`src/rtl/qif_neuron_scheduler.sv`:
```
// One 8-bit signed QIF membrane datapath time-shared across N_NEURONS virtual neurons.
// Define QIF_LEAK_EN to add a linear leak term, -(v >>> 3), to the membrane update.
module qif_neuron_scheduler #(
    parameter int N_NEURONS      = 8,
    parameter int IDX_W          = 3,
    parameter int V_PEAK         = 50,
    parameter int V_RESET        = -20,
    parameter int SQ_SHIFT       = 7,
    parameter int SPK_FIFO_DEPTH = 4
) (
    input  logic                    clk,
    input  logic                    rst_n,
    input  logic                    enable,
    input  logic                    i_valid,
    output logic                    i_ready,
    input  logic [IDX_W-1:0]        i_idx,
    input  logic signed [7:0]       i_syn,
    output logic                    spk_valid,
    input  logic                    spk_ready,
    output logic [IDX_W-1:0]        spk_idx,
    input  logic [IDX_W-1:0]        mon_idx,
    output logic signed [7:0]       v_mon,
    output logic                    step_done,
    output logic                    spk_overflow
);

    localparam logic [1:0] S_IDLE   = 2'd0;
    localparam logic [1:0] S_LOAD   = 2'd1;
    localparam logic [1:0] S_UPDATE = 2'd2;
    localparam logic [1:0] S_WRITE  = 2'd3;

    localparam int                PTR_W  = $clog2(SPK_FIFO_DEPTH);
    localparam logic [IDX_W:0]    N_LIM  = (IDX_W+1)'(N_NEURONS);
    localparam logic [IDX_W-1:0]  LAST   = IDX_W'(N_NEURONS - 1);
    localparam logic [PTR_W:0]    F_FULL = (PTR_W+1)'(SPK_FIFO_DEPTH);
    localparam logic signed [7:0] PEAK8  = 8'(V_PEAK);
    localparam logic signed [7:0] RST8   = 8'(V_RESET);

    logic signed [7:0]  v_mem   [N_NEURONS];
    logic signed [7:0]  acc_mem [N_NEURONS];
    logic [1:0]         state;
    logic [IDX_W-1:0]   cur;
    logic signed [7:0]  v_r, a_r, vn_r;
    logic               spk_r;

    logic [IDX_W-1:0]   fifo [SPK_FIFO_DEPTH];
    logic [PTR_W-1:0]   wr_ptr, rd_ptr;
    logic [PTR_W:0]     count;
    logic               push, pop, push_ok, in_hit, in_cur;

    logic signed [15:0] v16;
    logic [15:0]        sq, sq_sh;
    logic signed [9:0]  dv, sum;
    logic signed [7:0]  vn;

    function automatic logic signed [7:0] sat8(input logic signed [8:0] x);
        if (x > 9'sd127)       return 8'sd127;
        else if (x < -9'sd128) return -8'sd128;
        else                   return x[7:0];
    endfunction

    assign i_ready = !rst_n;
    assign in_hit  = i_valid && i_ready && ({1'b0, i_idx} < N_LIM);
    assign in_cur  = in_hit && (i_idx == cur) && (state == S_LOAD);
    assign v_mon   = ({1'b0, mon_idx} < N_LIM) ? v_mem[mon_idx] : '0;

    always_comb begin
        v16   = 16'(v_r);
        sq    = $unsigned(v16 * v16);
        sq_sh = sq >> SQ_SHIFT;
        dv    = $signed(10'(sq_sh)) + 10'(a_r);
`ifdef QIF_LEAK_EN
        dv    = dv - 10'(v_r >>> 3);
`else
        dv    = dv;
`endif
        sum   = 10'(v_r) + dv;
        if (sum > 10'sd127)       vn = 8'sd127;
        else if (sum < -10'sd128) vn = -8'sd128;
        else                      vn = sum[7:0];
    end

    // The accumulator is consumed when LOAD latches it, so any input arriving for
    // cur after that point (LOAD, UPDATE or WRITE) stays banked for the next step.
    always_ff @(posedge clk or posedge rst_n) begin
        if (rst_n) begin
            for (int unsigned k = 0; k < N_NEURONS; k++) begin
                v_mem[k]   <= '0;
                acc_mem[k] <= '0;
            end
            state     <= S_IDLE;
            cur       <= '0;
            v_r       <= '0;
            a_r       <= '0;
            vn_r      <= '0;
            spk_r     <= 1'b0;
            step_done <= 1'b0;
        end else begin
            step_done <= (state == S_WRITE) && (cur == LAST);
            if (state == S_LOAD)
                acc_mem[cur] <= in_cur ? i_syn : '0;
            if (in_hit && !in_cur)
                acc_mem[i_idx] <= sat8(9'(acc_mem[i_idx]) + 9'(i_syn));
            case (state)
                S_IDLE: begin
                    if (enable) begin
                        state <= S_LOAD;
                        cur   <= '0;
                    end
                end
                S_LOAD: begin
                    v_r   <= v_mem[cur];
                    a_r   <= acc_mem[cur];
                    state <= S_UPDATE;
                end
                S_UPDATE: begin
                    vn_r  <= vn;
                    spk_r <= (vn >= PEAK8);
                    state <= S_WRITE;
                end
                default: begin
                    v_mem[cur] <= spk_r ? RST8 : vn_r;
                    if (cur == LAST) begin
                        state <= S_IDLE;
                    end else begin
                        cur   <= cur + 1'b1;
                        state <= S_LOAD;
                    end
                end
            endcase
        end
    end

    assign spk_valid = (count != '0);
    assign spk_idx   = fifo[rd_ptr];
    assign push      = (state == S_WRITE) && spk_r;
    assign pop       = spk_valid && spk_ready;
    assign push_ok   = push && ((count != F_FULL) || pop);

    always_ff @(posedge clk or posedge rst_n) begin
        if (rst_n) begin
            for (int unsigned k = 0; k < SPK_FIFO_DEPTH; k++)
                fifo[k] <= '0;
            wr_ptr       <= '0;
            rd_ptr       <= '0;
            count        <= '0;
            spk_overflow <= 1'b0;
        end else begin
            if (pop)
                rd_ptr <= rd_ptr + 1'b1;
            if (push_ok) begin
                fifo[wr_ptr] <= cur;
                wr_ptr       <= wr_ptr + 1'b1;
            end
            if (push && !push_ok)
                spk_overflow <= 1'b1;
            case ({push_ok, pop})
                2'b10:   count <= count + 1'b1;
                2'b01:   count <= count - 1'b1;
                default: count <= count;
            endcase
        end
    end

endmodule

```
`config.mk`:
```
export PLATFORM = sky130hd
export DESIGN_NAME = qif_neuron_scheduler
export DESIGN_NICKNAME = d
export VERILOG_FILES = /design/src/rtl/qif_neuron_scheduler.sv
export SDC_FILE = /design/constraint.sdc
export NUM_CORES = 1
export LEC_CHECK = 0
export ABC_AREA = 1
export BUFFER_PORTS_ARGS = -buffer_cell sky130_fd_sc_hd__clkbuf_2
export CAP_MARGIN = 30
export CORE_AREA = 2 2 159 161
export CTS_BUF_LIST = sky130_fd_sc_hd__clkbuf_4 sky130_fd_sc_hd__clkbuf_8
export DETAILED_ROUTE_END_ITERATION = 6
export DIE_AREA = 0 0 161 163
export GPL_ROUTABILITY_DRIVEN = 1
export PLACE_DENSITY_LB_ADDON = 0.15
export SLEW_MARGIN = 20
export SYNTH_ARGS = -nofsm -noshare
export SYNTH_HDL_FRONTEND = slang
export SYNTH_SLANG_ARGS = --single-unit
```
`constraint.sdc`:
```
create_clock -name clk -period 8.65 [get_ports clk]
set_input_delay 2.1625 -clock clk [delete_from_list [all_inputs] [get_ports clk]]
set_output_delay 2.1625 -clock clk [all_outputs]
set_load 0.01 [all_outputs]
```
=== Yosys cells after proc, flatten, opt, wreduce, memory -nomap -nowiden ===
Cells that the tools add are included.

* Logic and storage cells: 132
* Bits of input ports: 19
* Register bits after elaboration: 179
* Output and inout bits: 15

* Reduce and logical (&&, ||, !) cells: 22
* Order comparisons: 13
* Add/sub/neg operators: 8
* Mux-type cells: 41
* Bitwise gates (word level): 6
* Eq/ne operators: 10
* Multipliers: 1

{| class="wikitable"
|+ Operators with widths
! operator !! number
|-
| 64-bit bitwise mux || 3
|-
| 8-bit two-way mux || 17
|-
| 64-bit two-way mux || 2
|-
| 8-bit binary-select mux with 3-bit select || 4
|-
| 8-bit demux with 3-bit select || 2
|-
| 8-bit by 8-bit multiplier with 16-bit output || 1
|-
| 3-bit two-way mux || 5
|-
| 12-bit bitwise mux || 1
|-
| 4-bit greater-or-equal comparator, second input constant || 3
|-
| 1-bit logical AND || 12
|-
| 3-bit inverter with 4-bit output || 3
|-
| 3-bit case mux with 2 select lines || 2
|-
| 10-bit by 8-bit adder with 10-bit output || 1
|-
| 8-bit by 10-bit adder with 10-bit output || 1
|-
| 10-bit by 8-bit > comparator with 1-bit output, second input constant || 1
|-
| 10-bit by 8-bit < comparator with 1-bit output, second input constant || 1
|-
| 8-bit by 8-bit adder with 9-bit output || 1
|-
| 9-bit by 8-bit > comparator with 1-bit output, second input constant || 1
|-
| 9-bit by 8-bit < comparator with 1-bit output, second input constant || 1
|-
| 8-bit by 7-bit greater-or-equal comparator with 1-bit output, second input constant || 1
|-
| 4-bit by 1-bit < comparator with 1-bit output, second input constant || 2
|-
| 3-bit by 1-bit adder with 3-bit output, second input constant || 2
|-
| 3-bit binary-select mux with 2-bit select || 1
|-
| 3-bit demux with 2-bit select || 1
|-
| other kinds (24) || 32
|}

=== Longest topological paths before layout ===
Gate-level depths: netlist of the first run.

* Depth in word-level cells: 11
* Mapped depth: 38
* Depth with buffers taken out: 37

=== Least setup slack after synthesis of the first run ===
Ideal clock, no wire load.

* Kind: input to output
* Start point: input rst_n
* End point: output i_ready
* Cell stages on the path: 1
* Required time: 6.488 ns
* Path slack: 0.528 ns
* Data arrival time: 5.959 ns
* Path buffers: 0
* Cell sequence: inv_1

* Word-level cells in the longest chain between the ends: 1

{| class="wikitable"
|+ RTL lines
! item !! RTL line !! source
|-
| from (decl) || 12 || <nowiki>input logic rst_n,</nowiki>
|-
| 1-bit logical NOT (no source line) || - ||
|-
| to (decl) || 15 || <nowiki>output logic i_ready,</nowiki>
|}

No other way between the ends.

=== Worst setup path after layout of the first run ===
* Start point: register v_r[7]
* End point: register spk_r

* Word-level cells in the longest chain between the ends: 7
* Elaborated cells between the ends (all ways): 8
* Those cells by class: add/sub (2); mul (1); order compare (3); mux (2)

{| class="wikitable"
|+ RTL lines
! item !! RTL line !! source
|-
| from (decl) || 43 || <nowiki>logic signed [7:0] v_r, a_r, vn_r;</nowiki>
|-
| from (signal assigned) || 112 || <nowiki>v_r <= v_mem[cur];</nowiki>
|-
| 8-bit by 8-bit multiplier with 16-bit output || 69 || <nowiki>sq = $unsigned(v16 * v16);</nowiki>
|-
| 10-bit by 8-bit adder with 10-bit output || 71 || <nowiki>dv = $signed(10'(sq_sh)) + 10'(a_r);</nowiki>
|-
| 8-bit by 10-bit adder with 10-bit output (*) || 77 || <nowiki>sum = 10'(v_r) + dv;</nowiki>
|-
| 10-bit by 8-bit < comparator with 1-bit output || 79 || <nowiki>else if (sum < -10'sd128) vn = -8'sd128;</nowiki>
|-
| 8-bit two-way mux || 79 ||
|-
| 8-bit two-way mux (*) || 78 || <nowiki>if (sum > 10'sd127) vn = 8'sd127;</nowiki>
|-
| 8-bit by 7-bit greater-or-equal comparator with 1-bit output (*) || 118 || <nowiki>spk_r <= (vn >= PEAK8);</nowiki>
|-
| to (signal assigned) || 118 ||
|-
| to (decl) || 44 || <nowiki>logic spk_r;</nowiki>
|}

Every way passes the cells marked *; elsewhere a longest branch is shown, timed or not.
A chain may end at the register's enable or synchronous reset.

==> results of run 1 <==
how the worst min path moves through the flow:
stage | endpoint | startpoint | depth (start not counted)
6_report | spk_overflow | spk_overflow | 1
5_1_grt | vn_r[6] | vn_r[6] | 2
4_1_cts | vn_r[6] | vn_r[6] | 2
3_5_place_dp | spk_overflow | spk_overflow | 1
3_3_place_gp | spk_overflow | spk_overflow | 1
2_1_floorplan | vn_r[6] | vn_r[6] | 2
registers in the layout, indices dropped and copies added (netlist names):
register,flops
state,2
spk_r,1
fifo,12
a_r,8
rd_ptr,2
wr_ptr,2
v_r,8
cur,3
count,3
v_mem,64
step_done,1
spk_overflow,1
vn_r,8
acc_mem,64
cells in the mapped netlist (3+ instances only):
cell	instances	share of area, %
a211oi_1	3	0.18
a21o_1	5	0.30
a21oi_1	114	4.5
a221oi_1	35	2.4
a22oi_1	13	0.77
a31oi_1	25	1.2
a32oi_1	3	0.21
a41oi_1	4	0.28
buf_2	8	0.32
buf_4	4	0.24
buf_6	6	0.54
clkbuf_1	36	1.1
dfrtp_1	179	36
fa_1	54	8.6
ha_1	54	5.4
inv_1	277	8.3
inv_2	17	0.51
mux2_2	9	0.80
nand2_1	283	8.4
nand2_2	3	0.15
nand3_1	25	0.99
nand4_1	4	0.20
nor2_1	100	3.0
nor2_2	5	0.25
nor2_4	8	0.72
nor3_1	7	0.28
nor3_2	5	0.40
o211ai_1	27	1.6
o21ai_0	168	6.7
o21ai_1	6	0.24
o21bai_1	4	0.24
o22ai_1	42	2.1
xnor2_1	9	0.63
xor2_1	22	1.5
worst max-delay path: cells and delay by family (launching register included):
| kind | cells | cell delay (ps) |
|---|---|---|
| buffers and inverters | 5 | 510 |
| DFF | 1 | 610 |
| adders and majority gates | 7 | 3340 |
| xor gates and xnor gates | 1 | 150 |
| AOI/OAI and AO/OA | 6 | 1080 |
| and+or+nand+nor | 9 | 890 |
final cells by class:
class | instances | area, um^2 | share of cell area (%)
multi-input cells | 1053 | 6720 | 50.1
clock inverters | 13 | 144 | 1.07
inverters | 296 | 1120 | 8.36
clock buffers | 19 | 255 | 1.90
flip-flops and latches | 179 | 4480 | 33.4
well taps | 330 | 413 | 3.08
repair buffers | 47 | 270 | 2.02
metrics by stage:
| step | area [um^2] | instances | worst slack (ps) |
|---|---|---|---|
| after floorplan | 12600 | 1584 | 528 |
| after global placement | 13000 | 1899 | 2090 |
| after detailed placement | 13000 | 1901 | 1990 |
| after CTS | 13400 | 1933 | 1930 |
| after global routing | 13400 | 1937 | 1410 |
| final | 13400 | 1937 | 1960 |
per-layer routing:
| layer | track usage [%] | up-vias | wire length (um) |
|---|---|---|---|
| met4 | 8.64 | 0 | 1040 |
| met5 | 0 | - | 0 |
| met2 | 45.8 | 434 | 16700 |
| li1 | - | 5239 | - |
| met3 | 3.82 | 87 | 2220 |
| met1 | 38.6 | 5326 | 15500 |
logic make-up (layout without fill, tap and decap cells):
family,Yosys count,count (layout),synth area share (%)
AO/OA/AOI/OAI,457,457,21.3
AND/OR/NAND/NOR,448,448,15.1
buffers and inverters,352,375,11.1
flip-flops,179,179,35.6
adder cells (fa/ha/maj),108,108,13.9
XOR/XNOR,31,31,2.16
multiplexers,9,9,0.805
==> reports/results.ini, run 1 <==
[floorplan]
row_count=58
die_area_mm2=0.0262
io_pins=34
die_h_um=163
initial_core_util_pct=51.0
die_width_um=161
core_mm2=0.0247

[clock_tree]
path_clk_slew_ps=100
cts_resized=0
clock_sinks=179
cts-root-buf=clkbuf_8
ctsHoldBuffers=0
cts_buffers=17
cts_tree=built
post-cts-setup-buffers=0
insertion_delay_ps=480
htreeDepth=4
cts_buffer_depth=2

[critical_path]
required_ps=9020
cp_common_cell=nand2_1
reg2reg_to=spk_r
rrSetupSlack_ps=1960
critPathLaunch=v_r[7]
reg2reg_depth=28
regToRegStartpoint=v_r[7]
critical_path_class=reg -> reg
crit_end=spk_r
arrival_ps=7060
end_kind=flop
max_stage_delay_ps=610
cp_max_fo=13
critical_path.startpoint_type=flop
crit_path_top_delay_cell=dfrtp_1

[synthesis]
yosysWarnings=0
synth_edf_count=0
synth_cell_types=49
synthesis.nets=1711
ys_seq_area_share_pct=35.6
avgSynthCellArea_um2=7.95
ys.flop_type=dfrtp_1
mappedNetlistArea_mm2=0.0126
synthArstFlopShare_pct=100
synth_cells=1584
ys_ff_latch=179

[final_layout]
layout_commonest_cell=nand2_1
area_growth_pct=6.45
final_util_pct=54.3
final_cell_mix=nand2_1 (283), inv_1 (276), dfrtp_1 (179), o21ai_0 (168), a21oi_1 (114)
drive_above_1_share_pct=8.59
num_antenna_cells=0
n_fill_cell=2376
num-nets-final=1721

[grt]
grt_pass1_wl_mm=57.2
grt_overflow=0
grtUsageTotal_pct=27.9
antenna_found_initial=0
grt_max_degree=68
grt_pass1_vias=10700

[timing]
fin_crit_ps=6690
fin_skew_ps=16.2
finalMaxSlewViolations=0
fin_tns_setup_ps=0
max_clock_freq_mhz=149
hold_viol=0
whs_ps=495
period_share_pct=77.4
finalSetupViolCount=0
rsz0062_at_grt=no
tightest_slew_ps=872
slew_headroom_pct=41.9

[routing]
vias_per_cell=5.72
first_pass_iters=6
wl_mm=35.5
drc=0
via_count=11100
ant_nets=0
avgRoutedWirePerCell_um=18.3
drt_iter0_drc=1139

[placement]
finalWeightedCongestion=0.918
detailedPlacementHpwl_mm=26.2
port_buffers=33

[flow_run]
maxCapViolCount=0

[min_path]
hold_path.class=reg -> reg

[status]
outcome=complete, no violations

Power of run 1 is not shown: default switching activity piles up to over one toggle a cycle in this logic, so the estimate is an artifact.
==> inputs of run 2 (changes only) <==
Settings changed: ABC_AREA 1 to 0, CORE_AREA 2 2 159 161 to 2 2 160 162, DIE_AREA 0 0 161 163 to 0 0 162 164.
Clock period 8.65 ns to 6.8 ns, I/O delays scaled along.
==> reports/results.ini, run 2 <==
[final_layout]
num_antenna_cells=0
area_growth_pct=8.42
layout_commonest_cell=dfrtp_1
final_cell_mix=dfrtp_1 (174), nand2_1 (158), o21ai_0 (118), nor2_1 (111), inv_1 (94)
final_util_pct=55.9
num-nets-final=1473
drive_above_1_share_pct=16.1
reg_top3=acc_mem: 64 flops, v_mem: 64 flops, fifo: 12 flops
n_fill_cell=2262

[synthesis]
avgSynthCellArea_um2=9.57
ys.flop_type=dfrtp_1
synth.most_common_cell=dfrtp_1
ys_ff_latch=179
synthesis.nets=1465
synth_common_cells=dfrtp_1 (179), nand2_1 (158), o21ai_0 (120), nor2_1 (113), inv_1 (95)
synth_largest_area_cell=dfrtp_1
synthArstFlopShare_pct=100
synth_cell_types=74
ys_seq_area_share_pct=35.0
synth_edf_count=0
synth_top_cell_area_share_pct=35.0
synth_cells=1338
yosysWarnings=0
mappedNetlistArea_mm2=0.0128
netlist_top_cells_area=dfrtp_1 (35%), fa_1 (8.4%), mux4_2 (6.9%), ha_1 (5.3%), o21ai_0 (4.7%)

[routing]
via_count=10000
drc=0
avgRoutedWirePerCell_um=20.1
vias_per_cell=5.94
wl_mm=33.9
first_pass_iters=5
ant_nets=0
drt_iter0_drc=691

[timing]
period_share_pct=95.9
fin_skew_ps=34.5
hold_viol=0
tightest_slew_ps=880
max_clock_freq_mhz=153
fin_crit_ps=6520
finalSetupViolCount=0
setup_slack_ps=277
slew_headroom_pct=41.1
finalMaxSlewViolations=0

[placement]
finalWeightedCongestion=0.868
detailedPlacementHpwl_mm=23.7
port_buffers=33
pre_cts_slack_ps=77.7

[floorplan]
core_mm2=0.0248
initial_core_util_pct=51.6
io_pins=34
die_h_um=164
die_width_um=162
die_area_mm2=0.0266
row_count=58

[min_path]
hold_depth=1
hold_path.class=reg -> reg
min_to=spk_overflow
holdCritStartpoint=spk_overflow

[critical_path]
critPathLaunch=v_r[7]
reg2reg_to=vn_r[0]
rrSetupSlack_ps=280
arrival_ps=6880
critical_path.startpoint_type=flop
end_kind=flop
critical_path_class=reg -> reg
required_ps=7160
reg2reg_depth=25
regToRegStartpoint=v_r[7]
cp_max_fo=6

[clock_tree]
insertion_delay_ps=500
cts_buffers=17
ctsHoldBuffers=0
cts-root-buf=clkbuf_8
clock_sinks=179
cts_tree=built
htreeDepth=4
path_clk_slew_ps=100
cts_buffer_depth=2

[grt]
grt_pass1_wl_mm=54.2
antenna_found_initial=0
grtUsageTotal_pct=26.4
grt_overflow=0
grt_max_degree=75
grt_pass1_vias=9665

[status]
outcome=complete, no violations

[flow_run]
maxCapViolCount=0

[run 2: changes by cell type after synthesis, moves of 29 or more]
cell      delta
o21ai_0     -48
mux2_2      +29
nand2_1    -125
inv_1      -182
a21oi_1     -32
mux4_2      +39
o22ai_1     -38
a211oi_1    +41
[run 2: worst max path at each step]
stage / depth (start not counted) / slack [ps] / end
final: 25 / 280 / vn_r[0]
after global routing: 26 / -2 / vn_r[5]
after CTS: 23 / 20 / vn_r[3]
after detailed placement: 24 / 80 / vn_r[0]
after global placement: 23 / 70 / vn_r[0]
after floorplan: 23 / 210 / vn_r[0]
[run 2: final cells by class]
| type | instances | area (um^2) | share of cell area [%] |
|---|---|---|---|
| tap | 330 | 413 | 2.97 |
| multi-input combinational | 986 | 7780 | 56.0 |
| clock buffer | 17 | 234 | 1.69 |
| inverter | 96 | 368 | 2.65 |
| sequential | 179 | 4490 | 32.3 |
| clock inverter | 14 | 146 | 1.05 |
| timing repair buffer | 66 | 457 | 3.29 |
[run 2: per-stage QoR]
| step | TNS [ps] | std cells | hold WS (ps) | area, um^2 |
|---|---|---|---|---|
| after floorplan | 0 | 1338 | 447 | 12800 |
| after global placement | 0 | 1648 | 454 | 13200 |
| after detailed placement | 0 | 1648 | 457 | 13200 |
| after CTS | 0 | 1679 | 481 | 13600 |
| after global routing | -1.88 | 1688 | 519 | 13900 |
| final | 0 | 1688 | 475 | 13900 |
[run 2: worst max-delay path: stages, from the launching register on]
cell	delay (ps)
dfrtp_1	410
clkinvlp_4	160
buf_4	170
nor2_2	130
fa_1	470
buf_4	180
fa_1	470
fa_1	550
inv_1	50
fa_1	530
inv_1	60
ha_1	230
a21o_1	210
a21o_1	220
a22o_1	270
a311oi_4	310
xnor2_2	130
fa_1	480
inv_1	50
ha_1	280
inv_1	80
a2111o_1	300
nand3_1	110
buf_4	120
o21ai_4	70
a311o_1	370
[run 2: kinds of logic (layout without fill, tap and decap cells)]
family          after synthesis  after routing  share of synthesized area [%]
compound gates              366            366                           18.3
xor+xnor                     36             36                           2.46
fa+ha+maj                   108            108                           13.7
buf+inv                     173            193                           5.47
flops                       179            179                           35.0
mux                          99             99                           11.9
simple gates                377            377                           13.2
[run 2: repair_timing]
item	in CTS	in global routing
setup endpoints to repair	0	9
setup buffers	0	7
resized for setup	0	29
[run 2: per-layer routing]
layer	wire length (um)	up-vias	global-route usage [%]
li1	-	4726	-
met1	15400	5014	37.8
met2	16400	250	43.2
met3	1650	29	3.71
met4	415	0	5.75
met5	0	-	0
Power of run 2 is left out for the same reason.
